--- config.mk ---
export PLATFORM = sky130hd
export DESIGN_NAME = sign_scrambler
export DESIGN_NICKNAME = d
export VERILOG_FILES = /design/src/rtl/sign_scrambler.sv
export SDC_FILE = /design/constraint.sdc
export NUM_CORES = 1
export LEC_CHECK = 0
export CAP_MARGIN = 20
export CORE_ASPECT_RATIO = 1.5
export CORE_MARGIN = 2
export CORE_UTILIZATION = 45
export DETAILED_ROUTE_END_ITERATION = 16
export GPL_ROUTABILITY_DRIVEN = 0
export GPL_TIMING_DRIVEN = 0
export PLACE_DENSITY = 0.75
export SLEW_MARGIN = 0
export SYNTH_ARGS = -nofsm -noshare
export SYNTH_HDL_FRONTEND = slang
export SYNTH_SLANG_ARGS = --single-unit
--- constraint.sdc ---
create_clock -name clk -period 3.1 [get_ports clk]
set_input_delay 0.93 -clock clk [delete_from_list [all_inputs] [get_ports clk]]
set_output_delay 0.93 -clock clk [all_outputs]
set_load 0.1 [all_outputs]
--- src/rtl/sign_scrambler.sv ---
// sign_scrambler: serialises one macroblock's natural-order sign word in scan order.
// A block word and its sign count come from the block FIFO. Scan positions come from
// the position FIFO. The module emits one sign bit per position and flags the final bit.
// Exactly blk_size positions are read for each block, so reads never run into the next
// block. Position reads are throttled so that a 2-entry skid buffer can never overflow.

module sign_scrambler (
  input  logic        clk,
  input  logic        rst,
  input  logic        clk_en,
  input  logic [63:0] blk_in,
  input  logic [6:0]  blk_size,
  input  logic        blk_empty,
  output logic        blk_rd,
  input  logic [6:0]  pos_in,
  input  logic        pos_empty,
  output logic        pos_rd,
  input  logic        sign_full,
  output logic        sign_out,
  output logic        sign_wr,
  output logic        sign_last,
  output logic        size_err
);

  typedef enum logic [1:0] {
    IDLE,
    LOAD,
    RUN,
    DONE
  } state_t;

  state_t      state;
  logic [63:0] sign_word;
  logic [6:0]  size;
  logic [6:0]  rd_cnt;
  logic [6:0]  em_cnt;
  logic        pos_valid;
  logic [6:0]  skid0;
  logic [6:0]  skid1;
  logic [1:0]  skid_occ;
  logic        flag_err;

  logic        size_ok;
  logic        have_head;
  logic [6:0]  head;
  logic        emit;
  logic        is_last;
  logic        flag_bad;
  logic        pop;
  logic        push;
  logic [1:0]  occ_next;
  logic [6:0]  skid0_next;
  logic [6:0]  skid1_next;
  logic [2:0]  pending;

  assign size_ok   = (blk_size != 7'd0) && (blk_size <= 7'd64);
  assign pending   = {1'b0, skid_occ} + {2'b00, pos_valid};

  // The head is the oldest buffered position, or the position arriving this cycle
  // when the buffer is empty, which allows the first bit to be emitted without an extra cycle.
  assign have_head = (skid_occ != 2'd0) || pos_valid;
  assign head      = (skid_occ != 2'd0) ? skid0 : pos_in;
  assign emit      = (state == RUN) && have_head && !sign_full;
  assign is_last   = (em_cnt == size - 7'd1);
  assign flag_bad  = (head[6] != is_last);

  assign blk_rd = clk_en && !rst && (state == IDLE) && !blk_empty;
  assign pos_rd = clk_en && !rst && (state == RUN) && !pos_empty &&
                  (rd_cnt < size) && (pending < 3'd2);

  assign pop  = emit && (skid_occ != 2'd0);
  assign push = pos_valid && !(emit && (skid_occ == 2'd0));

  // Next skid-buffer contents: pop the head if it was emitted, then append any arrival
  // that was not consumed directly in the same cycle.
  always_comb begin
    skid0_next = skid0;
    skid1_next = skid1;
    occ_next   = skid_occ;
    if (pop) begin
      skid0_next = skid1;
      occ_next   = skid_occ - 2'd1;
    end
    if (push) begin
      if (occ_next == 2'd0) begin
        skid0_next = pos_in;
      end else begin
        skid1_next = pos_in;
      end
      occ_next = occ_next + 2'd1;
    end
  end

  // The data registers have no reset. They hold the captured word and the buffered positions.
  always_ff @(posedge clk) begin
    if (clk_en) begin
      if (state == LOAD) begin
        sign_word <= blk_in;
      end
      skid0 <= skid0_next;
      skid1 <= skid1_next;
    end
  end

  // Control FSM, counters and registered serial outputs.
  always_ff @(posedge clk or posedge rst) begin
    if (rst) begin
      state     <= IDLE;
      size      <= 7'd0;
      rd_cnt    <= 7'd0;
      em_cnt    <= 7'd0;
      pos_valid <= 1'b0;
      skid_occ  <= 2'd0;
      flag_err  <= 1'b0;
      sign_out  <= 1'b0;
      sign_wr   <= 1'b0;
      sign_last <= 1'b0;
      size_err  <= 1'b0;
    end else if (!clk_en) begin
      sign_wr  <= 1'b0;
      size_err <= 1'b0;
    end else begin
      sign_wr   <= 1'b0;
      size_err  <= 1'b0;
      pos_valid <= pos_rd;
      skid_occ  <= occ_next;
      case (state)
        IDLE: begin
          if (blk_rd) begin
            state <= LOAD;
          end
        end
        LOAD: begin
          size     <= blk_size;
          rd_cnt   <= 7'd0;
          em_cnt   <= 7'd0;
          flag_err <= 1'b0;
          if (!size_ok) begin
            size_err <= 1'b1;
            state    <= IDLE;
          end else begin
            state <= RUN;
          end
        end
        RUN: begin
          if (pos_rd) begin
            rd_cnt <= rd_cnt + 7'd1;
          end
          if (emit) begin
            sign_out  <= sign_word[6'd63 - head[5:0]];
            sign_wr   <= 1'b1;
            sign_last <= is_last;
            em_cnt    <= em_cnt + 7'd1;
            if (is_last) begin
              size_err <= flag_err || flag_bad;
              state    <= DONE;
            end else begin
              flag_err <= flag_err || flag_bad;
            end
          end
        end
        DONE: begin
          state <= IDLE;
        end
        default: begin
          state <= IDLE;
        end
      endcase
    end
  end

endmodule

==> results of run 1 <==
[Yosys cell counts, drive strengths merged, types with 14 or more instances]
master  instances  area share [%]
a21oi          36             3.3
edfxtp         78              42
o22ai          14             1.6
mux2i          17             3.1
nor2           31             2.1
a22oi          28             3.8
nand2          92             6.2
buf            17             1.6
dfrtp          31              14
ha             14             3.2
nor3           18             1.6
o21ai          25             2.3
inv            21             1.4
[flip-flops by register name, indices dropped and copies added, names as in the netlist, 2 cells and up, named ones only]
register,cells
em_cnt,7
skid_occ,2
skid1,7
rd_cnt,7
skid0,7
size,7
sign_word,64
[power breakdown]
group / switching [uW] / internal [uW] / total, uW / leakage [uW]
Clock: 528 / 715 / 1240 / 0.000150
Combinational: 1070 / 716 / 1790 / 0.00141
Sequential: 184 / 1890 / 2080 / 0.00113
[path summary, 6_finish.rpt]
path | start | end | slack (ns) | cells past startpoint
worst max-delay path | size[1]$_DFFE_PP0P_ | pos_rd | -0.04 | 8
worst min-delay path | sign_last$_DFFE_PP0P_ | sign_last$_DFFE_PP0P_ | 0.49 | 2
worst max register to register | skid_occ[0]$_DFFE_PP0P_ | skid0[1]$_DFFE_PP_ | 0.23 | 12
worst min register to register | sign_last$_DFFE_PP0P_ | sign_last$_DFFE_PP0P_ | 0.49 | 2
max in group asynchronous | rst | em_cnt[6]$_DFFE_PP0P_ | 1.61 | 3
min in group asynchronous | rst | state[0]$_DFFE_PP0P_ | 0.98 | 2
[layer usage]
layer,part of all wire [%],vias up,track usage [%],wire length [um]
met4,3.3,0,9.382,437
li1,-,2135,-,-
met5,0,-,0,0
met3,5.7,31,4.465,757
met1,37,2121,22.71,4957
met2,54,206,36.43,7104
[cell type report]
type / instances / area [um2]
clock buffer: 10 / 229.0
inverter: 21 / 78.83
multi-input combinational: 364 / 2255
antenna: 1 / 2.502
clock inverter: 6 / 92.59
tap: 153 / 191.4
buffer: 25 / 141.4
fill: 1014 / 4922
timing repair buffer: 98 / 982.2
sequential: 109 / 3122
[what timing repair did]
action | CTS | global route
pin swaps | 6 | 3
endpoints found under the setup margin | 10 | 17
buffers inserted | 7 | 1
resized for setup | 29 | 13
hold buffers | 0 | 0
[cells by family after synthesis]
family | Yosys count | synth area share (%)
DFF | 109 | 56.27
and+or+nand+nor | 173 | 13.73
AOI/OAI and AO/OA | 143 | 17.20
adders and majority gates | 14 | 3.161
muxes | 17 | 3.138
xor gates and xnor gates | 17 | 2.822
buffers and inverters | 47 | 3.680
[per-stage QoR]
stage               power [uW]  std cells
floorplan                 3304        520
global placement          3741        762
detailed placement        3820        763
CTS                       5118        786
global route              5383        787
finish                    5107        787
[critical path: cells and delay by family (launching register included)]
family | cells | cell delay (ns)
buffers and inverters | 2 | 0.29
adder cells (fa/ha/maj) | 1 | 0.20
AO/OA/AOI/OAI | 5 | 0.98
flip-flops | 1 | 0.40
==> impl_results.md, run 1 <==
* Hold WS at slightly below 0.5 ns
* Remaining DRCs at 0
* Period utilization at 101.3%
* Final WS setup at -0.04034 ns
* Hpwl dp at 9796 um
* Final #Nets at roughly 730
* Least-Margin Pin Slew at just under 1 ns
* Initial antenna violation count at 1
* Max-slew headroom at 34.37%
* Cell count after synthesis at 520
* Die area at between 0.01 and 0.015 mm2
* Clock Sinks at about 110
* Violated checks: setup timing
* Final setup vio count at 1
* Die Wd at around 95 um
* Vias in the first global route at 4,494
* Clock Skews at between 0.01 and 0.015 ns
* Period minus WS final at 3.140 ns
* CTS Buf Count at 9
* Worst Setup Start Kind: flip-flop
* Final Max Tran Viols at 0
* Critical path class: flip-flop to output pin
* Commonest non-fill, non-tap cell in the layout: nand2_1
* Final Core Density at about 60%
* Largest net degree at the start of global routing at 74
* Share of cells above drive strength 1 at between 9 and 10%
* Initial Util at 46.12%
* RSZ-0062 raised after global routing: yes
* CTS tree: done
* Max-capacitance violation count at 0
* Total Neg Setup Slack at -0.04034 ns
* WP data arrival at between 2 and 2.5 ns
* Leak Pwr at between 0.002 and 0.003 uW
* Skew-Pair Late Insertion Delay at between 0.3 and 0.4 ns
* CTS root buf: clkbuf_16
* Top FF cell, synth: edfxtp_1
* # IOs at 90
* Vias/cell at between 5 and 6
* IO buf count at 89
* Share of async-settable or async-resettable flops after synthesis at between 20% and 30%
* Syn Std Cell Area at approximately 0.0055 mm2
* Maximum clock rate at roughly 320 MHz
* Via count at 4,493
* Most frequent cells in the layout: nand2_1 (92), clkdlybuf4s50_1 (84), edfxtp_1 (78)
* Clock slew seen by the registers of the worst setup and hold paths at around 0.07 ns
* Avg Cell Area, Syn at around 11 um2
* Die Span Y at between 100 and 150 um
* Crit-path max FO at 2
* Yosys Warn Count at 0
* Synth unique cells at 55
* Avg WL per Cell at around 17 um
* Crit path top cell by count: a21o_1
* Router iterations before antenna repair at 6
* IR drop worst, VDD at 462.9 uV
* Status: complete, but fails checks
* Routed wire length at about 13,000 um
* Sequential share of the synthesized area at about 56%
* Final Hold Viols at 0
* CTS Buffer Depth at 2
* CP max-delay cell: dfrtp_1
* Syn Nets at slightly above 600
* Pre-CTS setup slack at -1.671 ns
* DRT antenna net count at 0
* FP Rows at between 40 and 50
* Setup crit end kind: output pin
* Tightest Hold Check Type: flip-flop to flip-flop
* Cell area after placement at between 0.006 and 0.007 mm2
* Max incr delay on CP at approximately 0.40 ns
* Global-route wire length before repair at 21,160 um
* Pwr dens at between 700 and 800 mW/mm2
* Core box area at 0.01202 mm2
* Htree depth at 3
* Crit-path cells: inv_2 -> ha_4 -> a21o_1 -> a21o_1 -> a21o_1 -> a211o_1 -> a21boi_4 -> buf_12
* Critical Path RT at 2.17 ns
* FF+latch count, synth at 109
* Fin area at 0.007094 mm2
* GRT Util Overall at 20.42%
* Number of synthesized flops with an enable pin at between 70 and 80
* Grt total ovfl at 0
* Initial DRC Count at between 200 and 250
* P&R area growth vs syn at 28.02%
(Power assumes the default switching activity.)
==> inputs of run 2 (changes only) <==
- CAP_MARGIN: 20 -> 40
==> run 2 against run 1 <==
Effect of this change: the flow still finishes with violations (setup timing); first-iteration DRC count is 16% higher; power shrank 0.77%; via count decreased by 1.3%; critical path depth is 1 higher; clock power down 8%; die area stayed put; worst setup slack worse by 0.13 ns; global-route usage grew 0.19 points; critical path type unchanged; critical endpoint unchanged; largest cell class unchanged; highest routed layer unchanged.
==> impl_results.md, run 2 (synthesis results as in run 1) <==
* IR drop worst, VDD at 348.3 uV (-25%)
* Critical Path RT at 2.17 ns (about the same)
* Clock Sinks at 109 (unchanged)
* Sw Ratio at 35.33% (+0.38 points)
* Skew-Pair Late Insertion Delay at 0.35 ns (about the same)
* Clock power frac at 22.4% (-1.9 points)
* Final #Nets at 728 (+0.28%)
* # IOs at 90 (unchanged)
* Tightest Hold Check Type: flip-flop to flip-flop
* Hpwl dp at 10,020 um (+2.3%)
* Setup crit end kind: output pin
* Crit path top cell by count: a21o_1
* GRT Util Overall at 20.61% (+0.19 points)
* CTS Buffer Depth at 2 (unchanged)
* RSZ-0062 raised after global routing: yes
* Crit-path max FO at 6 (+4)
* Initial Util at 46.12% (unchanged)
* CTS root buf: clkbuf_16
* CTS Buf Count at 9 (unchanged)
* P_int at 3278 uW (-1.4%)
* FF-to-FF End: skid0[3]$_DFFE_PP_
* Final Hold Viols at 0 (unchanged)
* Period utilization at 105.6% (+4.3 points)
* Worst path buffer plus inverter count at 3 (+1)
* Worst setup endpoint: pos_rd
* Die area at 0.01324 mm2 (unchanged)
* Fin area at 0.007148 mm2 (+0.76%)
* Period minus WS final at 3.275 ns (+0.1345 ns)
* Worst Reg2Reg Path Length in Cells at 13 (+1)
* Die Wd at 94.61 um (unchanged)
* FP Rows at 49 (unchanged)
* Max-capacitance violation count at 0 (unchanged)
* Htree depth at 3 (unchanged)
* Global-route wire length before repair at 21,270 um (+0.49%)
* Vias in the first global route at 4,517 (+0.51%)
* Crit-path cells: inv_2 -> ha_4 -> a21o_1 -> a21o_1 -> a21o_1 -> a211o_1 -> buf_6 -> a21boi_4 -> buf_12
* Clock slew seen by the registers of the worst setup and hold paths at 0.07 ns (about the same)
* Maximum clock rate at 305.4 MHz (-4.1%)
* Grt total ovfl at 0 (unchanged)
* Comb pwr share at 36.4% (+1.4 points)
* Worst path depth at 9 (+1)
* Share of cells above drive strength 1 at 9.937% (+0.30 points)
* Final Max Tran Viols at 0 (unchanged)
* Most frequent cells in the layout: nand2_1 (92), clkdlybuf4s50_1 (86), edfxtp_1 (78)
* Max reg flops at 64 (unchanged)
* Pre-CTS setup slack at -1.260 ns (+0.4104 ns)
* Violated checks: setup timing
* Hold WS at 0.5076 ns (+0.01813 ns)
* NetSw at 1791 uW (+0.32%)
* Final WS setup at -0.1748 ns (-0.1345 ns)
* Initial antenna violation count at 0 (-1)
* Fillers at 1,016 (+0.20%)
* CP Launch Point: size[1]$_DFFE_PP0P_
* Avg WL per Cell at 17.01 um (+1.0%)
* Cell area after placement at 0.006780 mm2 (+1.8%)
* IO buf count at 89 (unchanged)
* R2r startpoint: skid_occ[0]$_DFFE_PP0P_
* Clock Skews at 0.007883 ns (-0.002133 ns)
* WP data arrival at 2.34 ns (+0.13 ns)
* Die Span Y at 139.9 um (unchanged)
* CTS tree: done
* Power, Total at 5068 uW (-0.77%)
* Max-slew headroom at 37.52% (+3.1 points)
* Commonest non-fill, non-tap cell in the layout: nand2_1
* Ant diodes at 0 (-1)
* Routed wire length at 13,390 um (+1.0%)
* Biggest register: sign_word
* P&R area growth vs syn at 28.99%
* Largest net degree at the start of global routing at 74 (unchanged)
* Core box area at 0.01202 mm2 (unchanged)
* Worst Setup Start Kind: flip-flop
* Hold buffers post-CTS at 0 (unchanged)
* Crit-path leading delay family: compound AO/OA/AOI/OAI gates
* Least-Margin Pin Slew at 0.9372 ns (-0.04417 ns)
* Max incr delay on CP at 0.42 ns (+0.02 ns)
* Critical path class: flip-flop to output pin
* Initial DRC Count at 284 (+16%)
* Remaining DRCs at 0 (unchanged)
* Leak Pwr at 0.002708 uW (+0.72%)
* Vias/cell at 5.635 (-1.3%)
* Router iterations before antenna repair at 5 (-1)
* Via count at 4,435 (-1.3%)
* R2r setup slk at 0.23 ns (about the same)
* Final setup vio count at 1 (unchanged)
* Power share of the sequential group at 41.2% (+0.6 points)
* Pwr dens at 709.0 mW/mm2 (-1.5%)
* Status: complete, but fails checks
* Total Neg Setup Slack at -0.1748 ns (-0.1345 ns)
* CP max-delay cell: dfrtp_1
* DRT antenna net count at 0 (unchanged)
[run 2: worst min path at each step]
stage	start	to	slack [ns]	cells after the start
2_1_floorplan	pos_valid$_DFFE_PP0P_	pos_valid$_DFFE_PP0P_	0.49	1
3_3_place_gp	sign_last$_DFFE_PP0P_	sign_last$_DFFE_PP0P_	0.47	2
3_5_place_dp	sign_last$_DFFE_PP0P_	sign_last$_DFFE_PP0P_	0.49	2
4_1_cts	sign_last$_DFFE_PP0P_	sign_last$_DFFE_PP0P_	0.50	2
5_1_grt	sign_last$_DFFE_PP0P_	sign_last$_DFFE_PP0P_	0.55	2
6_report	sign_last$_DFFE_PP0P_	sign_last$_DFFE_PP0P_	0.51	2
[run 2: power by group through the flow]
| stage | registers (uW) | clock network [uW] | logic [uW] |
|---|---|---|---|
| 2_1_floorplan | 2130 | 0 | 1180 |
| 3_3_place_gp | 2100 | 0 | 1640 |
| 3_5_place_dp | 2110 | 0 | 1780 |
| 4_1_cts | 2080 | 1150 | 1810 |
| 5_1_grt | 2110 | 1210 | 2010 |
| 6_report | 2090 | 1140 | 1850 |
[run 2: through the flow]
stage / utilization, % / std cells
global route: 59.49 / 787
floorplan: - / 520
global placement: 55.17 / 762
CTS: 59.11 / 784
detailed placement: 56.42 / 770
finish: 59.49 / 787
[run 2: worst reg2reg max path: stages (launching register included)]
cell and delay [ns]:
dfrtp_1 0.44, inv_1 0.07, ha_1 0.26, buf_2 0.22, buf_2 0.23, nor2_2 0.17, buf_6 0.18, nand2_1 0.07
o21ai_0 0.16, ha_2 0.29, nand2_1 0.15, buf_2 0.23, nor2_1 0.11, a21oi_1 0.05
[run 2: cell type report]
| type | count | area [um2] | area share, % |
|---|---|---|---|
| flip-flops and latches | 109 | 3120 | 43.65 |
| clock inverters | 6 | 62.56 | 0.8752 |
| plain buffers | 26 | 152.6 | 2.135 |
| clock buffers | 9 | 225.2 | 3.151 |
| repair buffers | 99 | 1056 | 14.77 |
| well taps | 153 | 191.4 | 2.678 |
| inverters | 21 | 78.83 | 1.103 |
| multi-input cells | 364 | 2261 | 31.63 |
[run 2: repair_timing]
| item | CTS | global route |
|---|---|---|
| gates resized for setup | 15 | 13 |
| pin swaps | 1 | 6 |
| cloned | 0 | 0 |
| endpoints found under the setup margin | 25 | 13 |
| buffers inserted | 1 | 3 |
[run 2: metal layers]
| metal | routed length (um) | track usage (%) |
|---|---|---|
| met1 | 5033 | 22.57 |
| met2 | 7157 | 36.95 |
| met3 | 672 | 4.088 |
| met4 | 526 | 10.45 |
| met5 | 0 | 0 |
